==> config.mk <==
export PLATFORM = sky130hd
export DESIGN_NAME = poly_tone_bank
export DESIGN_NICKNAME = d
export VERILOG_FILES = /design/src/rtl/poly_tone_pkg.sv /design/src/rtl/tone_voice.sv /design/src/rtl/poly_tone_bank.sv
export SDC_FILE = /design/constraint.sdc
export NUM_CORES = 2
export LEC_CHECK = 0
export CORE_ASPECT_RATIO = 0.6
export CORE_UTILIZATION = 55
export DETAILED_ROUTE_END_ITERATION = 8
export HOLD_SLACK_MARGIN = 0.15
export PLACE_DENSITY = 0.73
export SYNTH_ARGS = -nofsm -noshare
export SYNTH_HDL_FRONTEND = slang
export SYNTH_SLANG_ARGS = --single-unit
==> constraint.sdc <==
create_clock -name clk -period 32.3 [get_ports clk]
set_input_delay 3.23 -clock clk [delete_from_list [all_inputs] [get_ports clk]]
set_output_delay 3.23 -clock clk [all_outputs]
set_load 0.02 [all_outputs]
==> src/rtl/poly_tone_pkg.sv <==
// Shared constants and helpers for the polyphonic tone bank.
// Holds command field positions, a ceil-log2 helper and the tone amplitude
// function. Parameter-dependent types (env_t etc.) live in the modules.
package poly_tone_pkg;

  // Voice index field inside the 32-bit host command word.
  localparam int unsigned CMD_VOICE_MSB = 31;
  localparam int unsigned CMD_VOICE_LSB = 28;

  // Ceil(log2(n)); clog2(1) == 0.
  function automatic int unsigned clog2(input int unsigned n);
    int unsigned r = 0;
    longint unsigned v = 1;
    while (v < longint'(n)) begin
      v = v << 1;
      r++;
    end
    return r;
  endfunction

  // Square-wave amplitude magnitude for a signed amp_w-bit oscillator.
  function automatic longint unsigned tone_amp(input int unsigned amp_w);
    return (64'd1 << (amp_w - 1)) - 64'd1;
  endfunction

endpackage

==> src/rtl/tone_voice.sv <==
// One square-wave voice with a linear attack/release envelope.
// Holds period, gate, phase and envelope level; outputs the voice's scaled
// contribution to the mix and its activity flag.
module tone_voice #(
  parameter int unsigned PERIOD_W     = 23,
  parameter int unsigned AMP_W        = 24,
  parameter int unsigned ENV_W        = 16,
  parameter int unsigned ATTACK_STEP  = 64,
  parameter int unsigned RELEASE_STEP = 16
) (
  input  logic                       clk,
  input  logic                       rst,
  input  logic                       tick,
  input  logic                       load,
  input  logic        [PERIOD_W-1:0] load_period,
  output logic signed [AMP_W-1:0]    level,
  output logic                       active
);
  import poly_tone_pkg::*;

  typedef logic [ENV_W-1:0]    env_t;
  typedef logic [PERIOD_W-1:0] period_t;

  localparam int unsigned ENV_W1 = ENV_W + 1;
  localparam int unsigned PROD_W = AMP_W + ENV_W + 1;
  localparam logic signed [AMP_W-1:0] TONE_HI = AMP_W'(tone_amp(AMP_W));
  localparam logic signed [AMP_W-1:0] TONE_LO = -TONE_HI;
  localparam env_t ENV_MAX = '1;

  period_t period_q, period_d;
  period_t phase_q, phase_d;
  logic    gate_q, gate_d;
  env_t    env_q, env_d;

  logic signed [AMP_W-1:0] tone;
  logic        [ENV_W:0]   env_up;

  // One oscillator step: wraps at period-1, parks at 0 for periods 0 and 1.
  // The >= wrap keeps the phase bounded after a period shrinks.
  function automatic period_t phase_step(input period_t ph, input period_t p);
    if (p <= period_t'(1)) return '0;
    if (ph >= p - period_t'(1)) return '0;
    return ph + period_t'(1);
  endfunction

  // Oscillator advance plus note-on/note-off handling for this voice.
  // NOTE: every variable gets a default first, so no path can infer a latch.
  always_comb begin
    period_d = period_q;
    gate_d   = gate_q;
    phase_d  = phase_step(phase_q, period_q);
    if (load) begin
      if (load_period != '0) begin
        gate_d   = 1'b1;
        period_d = load_period;
        if (phase_q >= load_period) phase_d = '0;
      end else begin
        gate_d = 1'b0;
      end
    end
  end

  // Square wave: positive for the first half of the period, silent when idle.
  always_comb begin
    if (period_q <= period_t'(1))            tone = '0;
    else if (phase_q < (period_q >> 1))      tone = TONE_HI;
    else                                     tone = TONE_LO;
  end

  // Envelope update on the sample tick, driven by the gate held before any
  // command in this cycle.
  always_comb begin
    env_up = {1'b0, env_q} + ENV_W1'(ATTACK_STEP);
    env_d  = env_q;
    if (tick) begin
      if (gate_q)
        env_d = env_up[ENV_W] ? ENV_MAX : env_up[ENV_W-1:0];
      else if ({1'b0, env_q} <= ENV_W1'(RELEASE_STEP))
        env_d = '0;
      else
        env_d = env_q - ENV_W'(RELEASE_STEP);
    end
  end

  // Voice state registers.
  // NOTE: sequential state is written with non-blocking assignments only.
  always_ff @(posedge clk or posedge rst) begin
    if (rst) begin
      period_q <= '0;
      phase_q  <= '0;
      gate_q   <= 1'b0;
      env_q    <= '0;
    end else begin
      period_q <= period_d;
      phase_q  <= phase_d;
      gate_q   <= gate_d;
      env_q    <= env_d;
    end
  end

  // Scaled contribution: (tone * env) >>> ENV_W, operands widened first so the
  // full product is kept before the arithmetic shift.
  assign level  = AMP_W'((PROD_W'(tone) * PROD_W'($signed({1'b0, env_q}))) >>> ENV_W);
  assign active = gate_q | (env_q != '0);

endmodule

==> src/rtl/poly_tone_bank.sv <==
// Polyphonic square-wave tone bank: NUM_VOICES voices with linear
// attack/release envelopes, mixed into one signed sample every SAMPLE_DIV clks.
// Build option: define POLY_TONE_SATURATE_EN to clamp the mix to OUT_W bits;
// otherwise the mix wraps (low OUT_W bits of the wide sum).
module poly_tone_bank #(
  parameter int unsigned NUM_VOICES   = 4,
  parameter int unsigned PERIOD_W     = 23,
  parameter int unsigned AMP_W        = 24,
  parameter int unsigned ENV_W        = 16,
  parameter int unsigned OUT_W        = 24,
  parameter int unsigned ATTACK_STEP  = 64,
  parameter int unsigned RELEASE_STEP = 16,
  parameter int unsigned SAMPLE_DIV   = 2083
) (
  input  logic                         clk,
  input  logic                         rst,
  input  logic                         cmd_valid,
  output logic                         cmd_ready,
  input  logic        [31:0]           cmd_data,
  output logic signed [OUT_W-1:0]      sample,
  output logic                         sample_valid,
  output logic        [NUM_VOICES-1:0] voice_active,
  output logic                         cmd_err
);
  import poly_tone_pkg::*;

  localparam int unsigned SUM_W = OUT_W + clog2(NUM_VOICES);
  localparam int unsigned CNT_W = (SAMPLE_DIV > 1) ? clog2(SAMPLE_DIV) : 1;

  logic [3:0]          cmd_voice;
  logic [PERIOD_W-1:0] cmd_period;
  logic                cmd_accept;
  logic                cmd_in_range;
  logic                tick;

  logic [CNT_W-1:0]        cnt_q, cnt_d;
  logic signed [OUT_W-1:0] sample_q, sample_d;
  logic                    sample_valid_q, sample_valid_d;
  logic                    cmd_err_q, cmd_err_d;

  logic signed [AMP_W-1:0] level [NUM_VOICES];
  logic signed [SUM_W-1:0] sum;
  logic signed [OUT_W-1:0] narrow;

  // Command decode: ready whenever out of reset.
  assign cmd_voice    = cmd_data[CMD_VOICE_MSB:CMD_VOICE_LSB];
  assign cmd_period   = cmd_data[PERIOD_W-1:0];
  assign cmd_ready    = ~rst;
  assign cmd_accept   = cmd_valid & cmd_ready;
  assign cmd_in_range = 32'(cmd_voice) < NUM_VOICES;
  assign tick         = (cnt_q == CNT_W'(SAMPLE_DIV - 1));

  if (PERIOD_W < CMD_VOICE_LSB) begin : g_unused_cmd
    logic unused_cmd_bits;
    assign unused_cmd_bits = ^cmd_data[CMD_VOICE_LSB-1:PERIOD_W];
  end

  for (genvar i = 0; i < NUM_VOICES; i++) begin : g_voice
    tone_voice #(
      .PERIOD_W    (PERIOD_W),
      .AMP_W       (AMP_W),
      .ENV_W       (ENV_W),
      .ATTACK_STEP (ATTACK_STEP),
      .RELEASE_STEP(RELEASE_STEP)
    ) u_voice (
      .clk        (clk),
      .rst        (rst),
      .tick       (tick),
      .load       (cmd_accept && (cmd_voice == 4'(i))),
      .load_period(cmd_period),
      .level      (level[i]),
      .active     (voice_active[i])
    );
  end

  // Mix all voices in a widened accumulator so the sum itself never overflows.
  always_comb begin
    sum = '0;
    for (int i = 0; i < NUM_VOICES; i++) sum = sum + SUM_W'(level[i]);
  end

`ifdef POLY_TONE_SATURATE_EN
  localparam logic signed [SUM_W-1:0] SUM_MAX = {{(SUM_W-OUT_W+1){1'b0}}, {(OUT_W-1){1'b1}}};
  localparam logic signed [SUM_W-1:0] SUM_MIN = {{(SUM_W-OUT_W+1){1'b1}}, {(OUT_W-1){1'b0}}};

  // Clamp the wide sum into the signed OUT_W range.
  always_comb begin
    if (sum > SUM_MAX)      narrow = SUM_MAX[OUT_W-1:0];
    else if (sum < SUM_MIN) narrow = SUM_MIN[OUT_W-1:0];
    else                    narrow = sum[OUT_W-1:0];
  end
`else
  // Two's-complement wrap: keep only the low OUT_W bits of the sum.
  always_comb narrow = sum[OUT_W-1:0];

  if (SUM_W > OUT_W) begin : g_unused_sum
    logic unused_sum_msbs;
    assign unused_sum_msbs = ^sum[SUM_W-1:OUT_W];
  end
`endif

  // Sample tick divider, output sample capture and sticky bad-index flag.
  always_comb begin
    cnt_d          = tick ? '0 : cnt_q + CNT_W'(1);
    sample_d       = tick ? narrow : sample_q;
    sample_valid_d = tick;
    cmd_err_d      = cmd_err_q | (cmd_accept & ~cmd_in_range);
  end

  // Top-level registers.
  always_ff @(posedge clk or posedge rst) begin
    if (rst) begin
      cnt_q          <= '0;
      sample_q       <= '0;
      sample_valid_q <= 1'b0;
      cmd_err_q      <= 1'b0;
    end else begin
      cnt_q          <= cnt_d;
      sample_q       <= sample_d;
      sample_valid_q <= sample_valid_d;
      cmd_err_q      <= cmd_err_d;
    end
  end

  assign sample       = sample_q;
  assign sample_valid = sample_valid_q;
  assign cmd_err      = cmd_err_q;

endmodule

# [Word level (Yosys, flattened, before mapping)]
# Cells that the tools add are included.
[totals] out_inout_bits=31 inputBits=35 ff_bits=290
[classes] n_lt_le_gt_ge=21 n_reduce_logical=14 multipliers=4 add_sub_neg=20 bitwise_logic=9 n_eq_ne=4 mux=62
[op_table] operator="23-bit 2-to-1 mux" count=28
[op_table] operator="16-bit 2-to-1 mux" count=12
[op_table] operator="24-bit 2-to-1 mux" count=8
[op_table] operator="23-bit >= comparator" count=8
[op_table] operator="24-bit by 17-bit multiplier with 40-bit output" count=4
[op_table] operator="23-bit by 1-bit adder with 23-bit output, second input constant" count=4
[op_table] operator="23-bit by 1-bit less-or-equal comparator with 1-bit output, second input constant" count=4
[op_table] operator="23-bit by 22-bit less-than comparator with 1-bit output" count=4
[op_table] operator="23-bit by 1-bit subtractor with 23-bit output, second input constant" count=4
[op_table] operator="24-bit adder" count=3
[op_table] operator="16-bit by 7-bit adder with 17-bit output, second input constant" count=4
[op_table] operator="16-bit by 5-bit less-or-equal comparator with 1-bit output, second input constant" count=4
[op_table] operator="16-bit nonzero test" count=4
[op_table] operator="16-bit by 5-bit subtractor with 16-bit output, second input constant" count=4
[op_table] operator="23-bit nonzero test" count=1
[op_table] operator="1-bit 2-to-1 mux" count=13
[op_table] operator="12-bit by 1-bit adder with 12-bit output, second input constant" count=1
[op_table] operator="12-bit equality test, second input constant" count=1
[op_table] operator="12-bit 2-to-1 mux" count=1
[op_table] operator="4-bit by 2-bit equality test with 1-bit output, second input constant" count=2
[op_table] operator="2-bit AND reduction" count=4
[op_table] operator="1-bit bitwise OR" count=5
[op_table] operator="4-bit by 1-bit equality test with 1-bit output, second input constant" count=1
[op_table] operator="1-bit logical AND" count=4
[op_table] operator="other kinds (4)" count=6

# [Longest topological paths before layout]
[depth] ltp_word=9 ltp_mapped=54

# [Modules after synthesis]
# A second synthesis with hierarchy kept.
[hier_totals] hier_cells=5737 area_unflattened_um2=49730.2
[modules_own_cells] module="tone_voice at g_voice[1].u_voice" cells_per_inst=1298 area_each_um2=11501.0 instances=1
[modules_own_cells] module="tone_voice at g_voice[2].u_voice" cells_per_inst=1328 area_each_um2=11459.7 instances=1
[modules_own_cells] module="tone_voice at g_voice[0].u_voice" cells_per_inst=1329 area_each_um2=11375.9 instances=1
[modules_own_cells] module="tone_voice at g_voice[3].u_voice" cells_per_inst=1310 area_each_um2=11333.4 instances=1
[modules_own_cells] module="poly_tone_bank" cells_per_inst=472 area_each_um2=4060.1 instances=1

# [Worst setup path after synthesis]
# Ideal clock, no wire load.
[synth_timing] path_kind="input to output" startpoint="input rst" endpoint="output cmd_ready" path_stages=1 setup_slack_ns=19.996 arrival_ns=9.074 cell_sequence="inv_1"
[synth_between] elab_chain_len=1
[synth_rtl] item="from (decl)" line="poly_tone_bank.sv:16" rtl="input logic rst,"
[synth_rtl] item="1-bit inverter" line="poly_tone_bank.sv:48" rtl="assign cmd_ready = ~rst;"
[synth_rtl] item="to (decl)" line="poly_tone_bank.sv:18" rtl="output logic cmd_ready,"
# No other way between the ends.

# [Worst setup path after layout]
[layout_timing] startpoint="register g_voice[1].u_voice.phase_q[20]" endpoint="register sample_q[23], in the netlist sample[23]"
[layout_between] elab_chain_len=7
[layout_rtl] item="from (decl)" line="tone_voice.sv:31" rtl="period_t phase_q, phase_d;"
[layout_rtl] item="from (signal assigned)" line="tone_voice.sv:95" rtl="phase_q <= phase_d;"
[layout_rtl] item="23-bit by 22-bit less-than comparator with 1-bit output" line="tone_voice.sv:66" rtl="else if (phase_q < (period_q >> 1)) tone = TONE_HI;"
[layout_rtl] item="24-bit 2-to-1 mux" line="tone_voice.sv:66"
[layout_rtl] item="24-bit 2-to-1 mux" line="tone_voice.sv:65" rtl="if (period_q <= period_t'(1)) tone = '0;"
[layout_rtl] item="24-bit by 17-bit multiplier with 40-bit output" line="tone_voice.sv:103" rtl="assign level = AMP_W'((PROD_W'(tone) * PROD_W'($signed({1'b0, env_q}))) >>> ENV_W);"
[layout_rtl] item="24-bit adder (3 in a row)" line="poly_tone_bank.sv:79" rtl="for (int i = 0; i < NUM_VOICES; i++) sum = sum + SUM_W'(level[i]);"
[layout_rtl] item="to (signal assigned)" line="poly_tone_bank.sv:119" rtl="sample_q <= sample_d;"
[layout_rtl] item="to (decl)" line="poly_tone_bank.sv:37" rtl="logic signed [OUT_W-1:0] sample_q, sample_d;"
# No other way between the ends.
# A chain may end at the register's enable or synchronous reset.

==> Flow_metrics.wiki <==
{| class="wikitable"
! Metric !! Value
|-
| Cell area after placement || 0.0489 mm^2
|-
| Max-capacitance violation count || 0
|-
| Clk Latency, worst-skew pair || roughly 0.65 ns
|-
| Count of vias placed by the detailed router || roughly 36000
|-
| Pin count of the biggest net entering global routing || 153
|-
| Run status || finished, final reports clean
|-
| Root cell of the clock tree || sky130_fd_sc_hd__clkbuf_16
|-
| Switching component of the power || 492 uW
|-
| Setup Skew || 0.0196 ns
|-
| Ports placed on the boundary || 66
|-
| Switching power as a share of total power || 38.1%
|-
| Total power of the final layout || between 1000 and 1500 uW
|-
| Tightest Hold Check Type || reg -> reg
|-
| Leak pwr || 0.0266 uW
|-
| Netlist cell types || 91
|-
| Max-slew violation count || 0
|-
| Final setup violation count || 0
|-
| Via-to-Cell Ratio || 5.64
|-
| Wire length of the first global-routing pass || 198000 um
|-
| Die X || 380 um
|-
| Yosys reg bits || roughly 280
|-
| Yosys synthesis warning count || 0
|-
| Layout cell share with drive strength beyond 1 || ~2.6%
|-
| Buffers on Ports || 60
|-
| Placer Congestion || about 0.95
|-
| Rel. slew slack || 21.5%
|-
| Async S/R FF share, synth || 100%
|-
| Total of cells resized after clock tree synthesis || 0
|-
| Layout Area Growth over Synthesis || 6.05%
|-
| Sort of element at the start of the critical path || flop
|-
| Count of flip-flops with a built-in enable after synthesis || 0
|-
| Hold path startpoint || cmd_err$_DFF_PP0_
|-
| Num CTS Buffers || 31
|-
| Number of sinks driven by the clock tree || 278
|-
| Initial Util || a little under three fifths
|-
| Data arrival time of the worst path || 14.39 ns
|-
| Post-Syn Area per Cell || 8.90 um^2
|-
| Worst slew pin tran || between 1 and 1.5 ns
|-
| Portion of total power attributed to the clock network || 32.0%
|-
| Maximum vdd ir drop || 0.0445 mV
|-
| Kind of critical path || reg -> reg
|-
| Count of unresolved DRC violations after routing || 0
|-
| Slowest stage delay, CP || 0.84 ns
|-
| Worst path required time || 32.87 ns
|-
| Remaining global-route overflow || 0
|-
| # nets final || between 6000 and 7000
|-
| Clock transition time at the flip-flop clock pins of the worst setup and hold paths || 0.07 ns
|-
| Crit. Startpoint || g_voice[1].u_voice.phase_q[20]$_DFF_PP0_
|-
| Unrepaired setup endpoints after global routing || false
|-
| Number of global-route vias before repair || 36000
|-
| Clk buf depth || 3
|-
| Detailed Route WL || 120000 um
|-
| Power density of the placed cells || approximately 26 mW/mm^2
|-
| HPWL after detailed placement || 99700 um
|-
| Clock tree from TritonCTS || built
|-
| Post-route design area || 0.0501 mm^2
|-
| Post-CTS Setup Bufs || 0
|-
| Highest Clock Rate || roughly 0.072 GHz
|-
| Die area || between 0.08 and 0.09 mm^2
|-
| Fraction of the yosys area taken by sequential cells || 14.7%
|-
| Cell with the biggest individual delay on the critical path || sky130_fd_sc_hd__nor2_1
|-
| Antenna violations before repair || 3
|-
| Core box area || between 0.08 and 0.09 mm^2
|-
| Worst reg2reg path endpoint || sample[23]$_DFFE_PP0P_
|-
| Ranking of synthesized cells by instance count || sky130_fd_sc_hd__inv_1 (1001), sky130_fd_sc_hd__ha_1 (664), sky130_fd_sc_hd__fa_1 (615)
|-
| Area of the mapped netlist || 0.0472 mm^2
|-
| Site Rows || slightly above 80
|-
| DRT antenna net count || 0
|-
| Top fanout value on the critical path || 18
|-
| Final Cycle Share || between 40% and 50%
|-
| Shortest clock period the worst path allows after layout || 13.82 ns
|-
| Crit path capture type || flop
|-
| GRT Overall Usage || 28.4%
|-
| Combinational cell fraction of total power || 32.3%
|-
| Number of buffers added to fix hold violations after cts || 0
|-
| DR pass1 iterations || 6
|-
| Hold path endpoint || cmd_err$_DFF_PP0_
|-
| Hold Violations, Final || 0
|-
| Number of DRC markers in iteration 0 || 3445
|-
| Routed WL per cell || 18.6 um
|-
| Main synth FF type || sky130_fd_sc_hd__dfrtp_1
|-
| Top post-synthesis cells by area || sky130_fd_sc_hd__fa_1 (26%), sky130_fd_sc_hd__ha_1 (18%), sky130_fd_sc_hd__dfrtp_1 (15%)
|-
| FF-to-FF path depth || between 40 and 50
|-
| Yosys top cell by area || sky130_fd_sc_hd__fa_1
|-
| Proportion of netlist area held by the largest area contributor || a little over a quarter
|-
| Startpoint of the lowest-slack register-to-register path || g_voice[1].u_voice.phase_q[20]$_DFF_PP0_
|-
| Mapped Cells || 5304
|-
| Die boundary height || 229 um
|-
| Most used standard cell by instance count after synthesis || sky130_fd_sc_hd__inv_1
|-
| Number of stages on the worst hold path || 1
|-
| Setup_tns || 0 ns
|-
| Share of power burned in registers || a little over a third
|-
| Int Pwr || 800 uW
|-
| Setup slack, reg-to-reg || around 18 ns
|-
| H-tree Lvls || 1
|}
power groups by stage:
stage | registers (uW) | clock network, uW | logic [uW]
final | 461 | 413 | 418
after global routing | 468 | 432 | 477
after CTS | 458 | 418 | 412
after detailed placement | 464 | 0 | 408
after global placement | 462 | 0 | 391
after floorplan | 439 | 0 | 308
routing by layer:
layer | vias up | share of wire, % | GRT usage, %
met3 | 101 | 9.9 | 6.57
met1 | 17700 | 51 | 46.7
met5 | - | 0.038 | 0.218
met4 | 4 | 1.3 | 3.87
li1 | 17200 | - | -
met2 | 1252 | 38 | 37.7
cell type report:
type	count	area [um^2]
Multi-Input combinational cell	3859	35900
Clock buffer	38	852
Sequential cell	278	6960
Tap cell	1134	1420
Clock inverter	20	300
Antenna cell	1	2.50
Fill cell	7219	34200
Inverter	1009	3790
Timing Repair Buffer	95	876
sequential cells by signal, summed over array words and instances, names as in the netlist:
signal	cells
g_voice.u_voice.phase_q	92
sample	24
cmd_err	1
g_voice.u_voice.env_q	52
g_voice.u_voice.gate_q	4
g_voice.u_voice.period_q	92
sample_valid	1
cnt_q	12
worst max path at each step:
stage | endpoint | slack [ns]
finish | sample[23]$_DFFE_PP0P_ | 18.48
global route | sample[23]$_DFFE_PP0P_ | 17.67
CTS | sample[23]$_DFFE_PP0P_ | 18.70
detailed placement | sample[23]$_DFFE_PP0P_ | 18.79
global placement | sample[23]$_DFFE_PP0P_ | 18.94
floorplan | cmd_ready | 20.00
through the flow:
stage / setup slack, ns / instances / hold WS, ns / util, %
4_1_cts: 18.70 / 6433 / 0.485 / 59.4
2_1_floorplan: 20.00 / 5319 / 0.450 / -
6_report: 18.48 / 6434 / 0.478 / 59.4
3_5_place_dp: 18.79 / 6375 / 0.466 / 58.1
3_3_place_gp: 18.94 / 6375 / 0.463 / 58.1
5_1_grt: 17.67 / 6433 / 0.506 / 59.4
worst max-delay path: cells and delay by family, from the launching register on:
kind / cells / cell delay (ns)
buffers and inverters: 7 / 1.10
XOR/XNOR: 4 / 0.81
adder cells (fa/ha/maj): 11 / 4.70
AO/OA/AOI/OAI: 20 / 4.67
flip-flops: 1 / 0.45
AND/OR/NAND/NOR: 7 / 2.00
logic make-up after synthesis:
| kind of cell | count (synthesis) | share of synthesized area, % |
|---|---|---|
| compound gates | 853 | 11.4 |
| mux | 5 | 0.114 |
| flops | 278 | 14.7 |
| buf+inv | 1182 | 9.45 |
| simple gates | 1324 | 13.5 |
| fa+ha+maj | 1284 | 43.8 |
| xor+xnor | 377 | 7.02 |
| other cells | 1 | 0.00794 |
cells in the final DEF, fill, tap and decap left out, types with 9 or more instances in the layout:
cell,n
sky130_fd_sc_hd__a211oi_1,18
sky130_fd_sc_hd__a21o_1,113
sky130_fd_sc_hd__a21oi_1,206
sky130_fd_sc_hd__a22o_1,9
sky130_fd_sc_hd__a31oi_1,17
sky130_fd_sc_hd__and2_1,25
sky130_fd_sc_hd__and3_1,50
sky130_fd_sc_hd__and4_1,11
sky130_fd_sc_hd__buf_4,34
sky130_fd_sc_hd__clkbuf_16,31
sky130_fd_sc_hd__clkdlybuf4s50_1,60
sky130_fd_sc_hd__conb_1,16
sky130_fd_sc_hd__dfrtp_1,278
sky130_fd_sc_hd__fa_1,615
sky130_fd_sc_hd__ha_1,664
sky130_fd_sc_hd__inv_1,1000
sky130_fd_sc_hd__nand2_1,404
sky130_fd_sc_hd__nand2b_1,43
sky130_fd_sc_hd__nand3_1,138
sky130_fd_sc_hd__nand4_1,80
sky130_fd_sc_hd__nor2_1,299
sky130_fd_sc_hd__nor2b_1,64
sky130_fd_sc_hd__nor3_1,89
sky130_fd_sc_hd__nor4_1,64
sky130_fd_sc_hd__o211ai_1,25
sky130_fd_sc_hd__o21a_1,64
sky130_fd_sc_hd__o21ai_0,258
sky130_fd_sc_hd__o21ai_1,13
sky130_fd_sc_hd__o21bai_1,19
sky130_fd_sc_hd__o31ai_1,20
sky130_fd_sc_hd__or3_1,13
sky130_fd_sc_hd__xnor2_1,260
sky130_fd_sc_hd__xor2_1,116
Power figures use the tool's default switching activity.
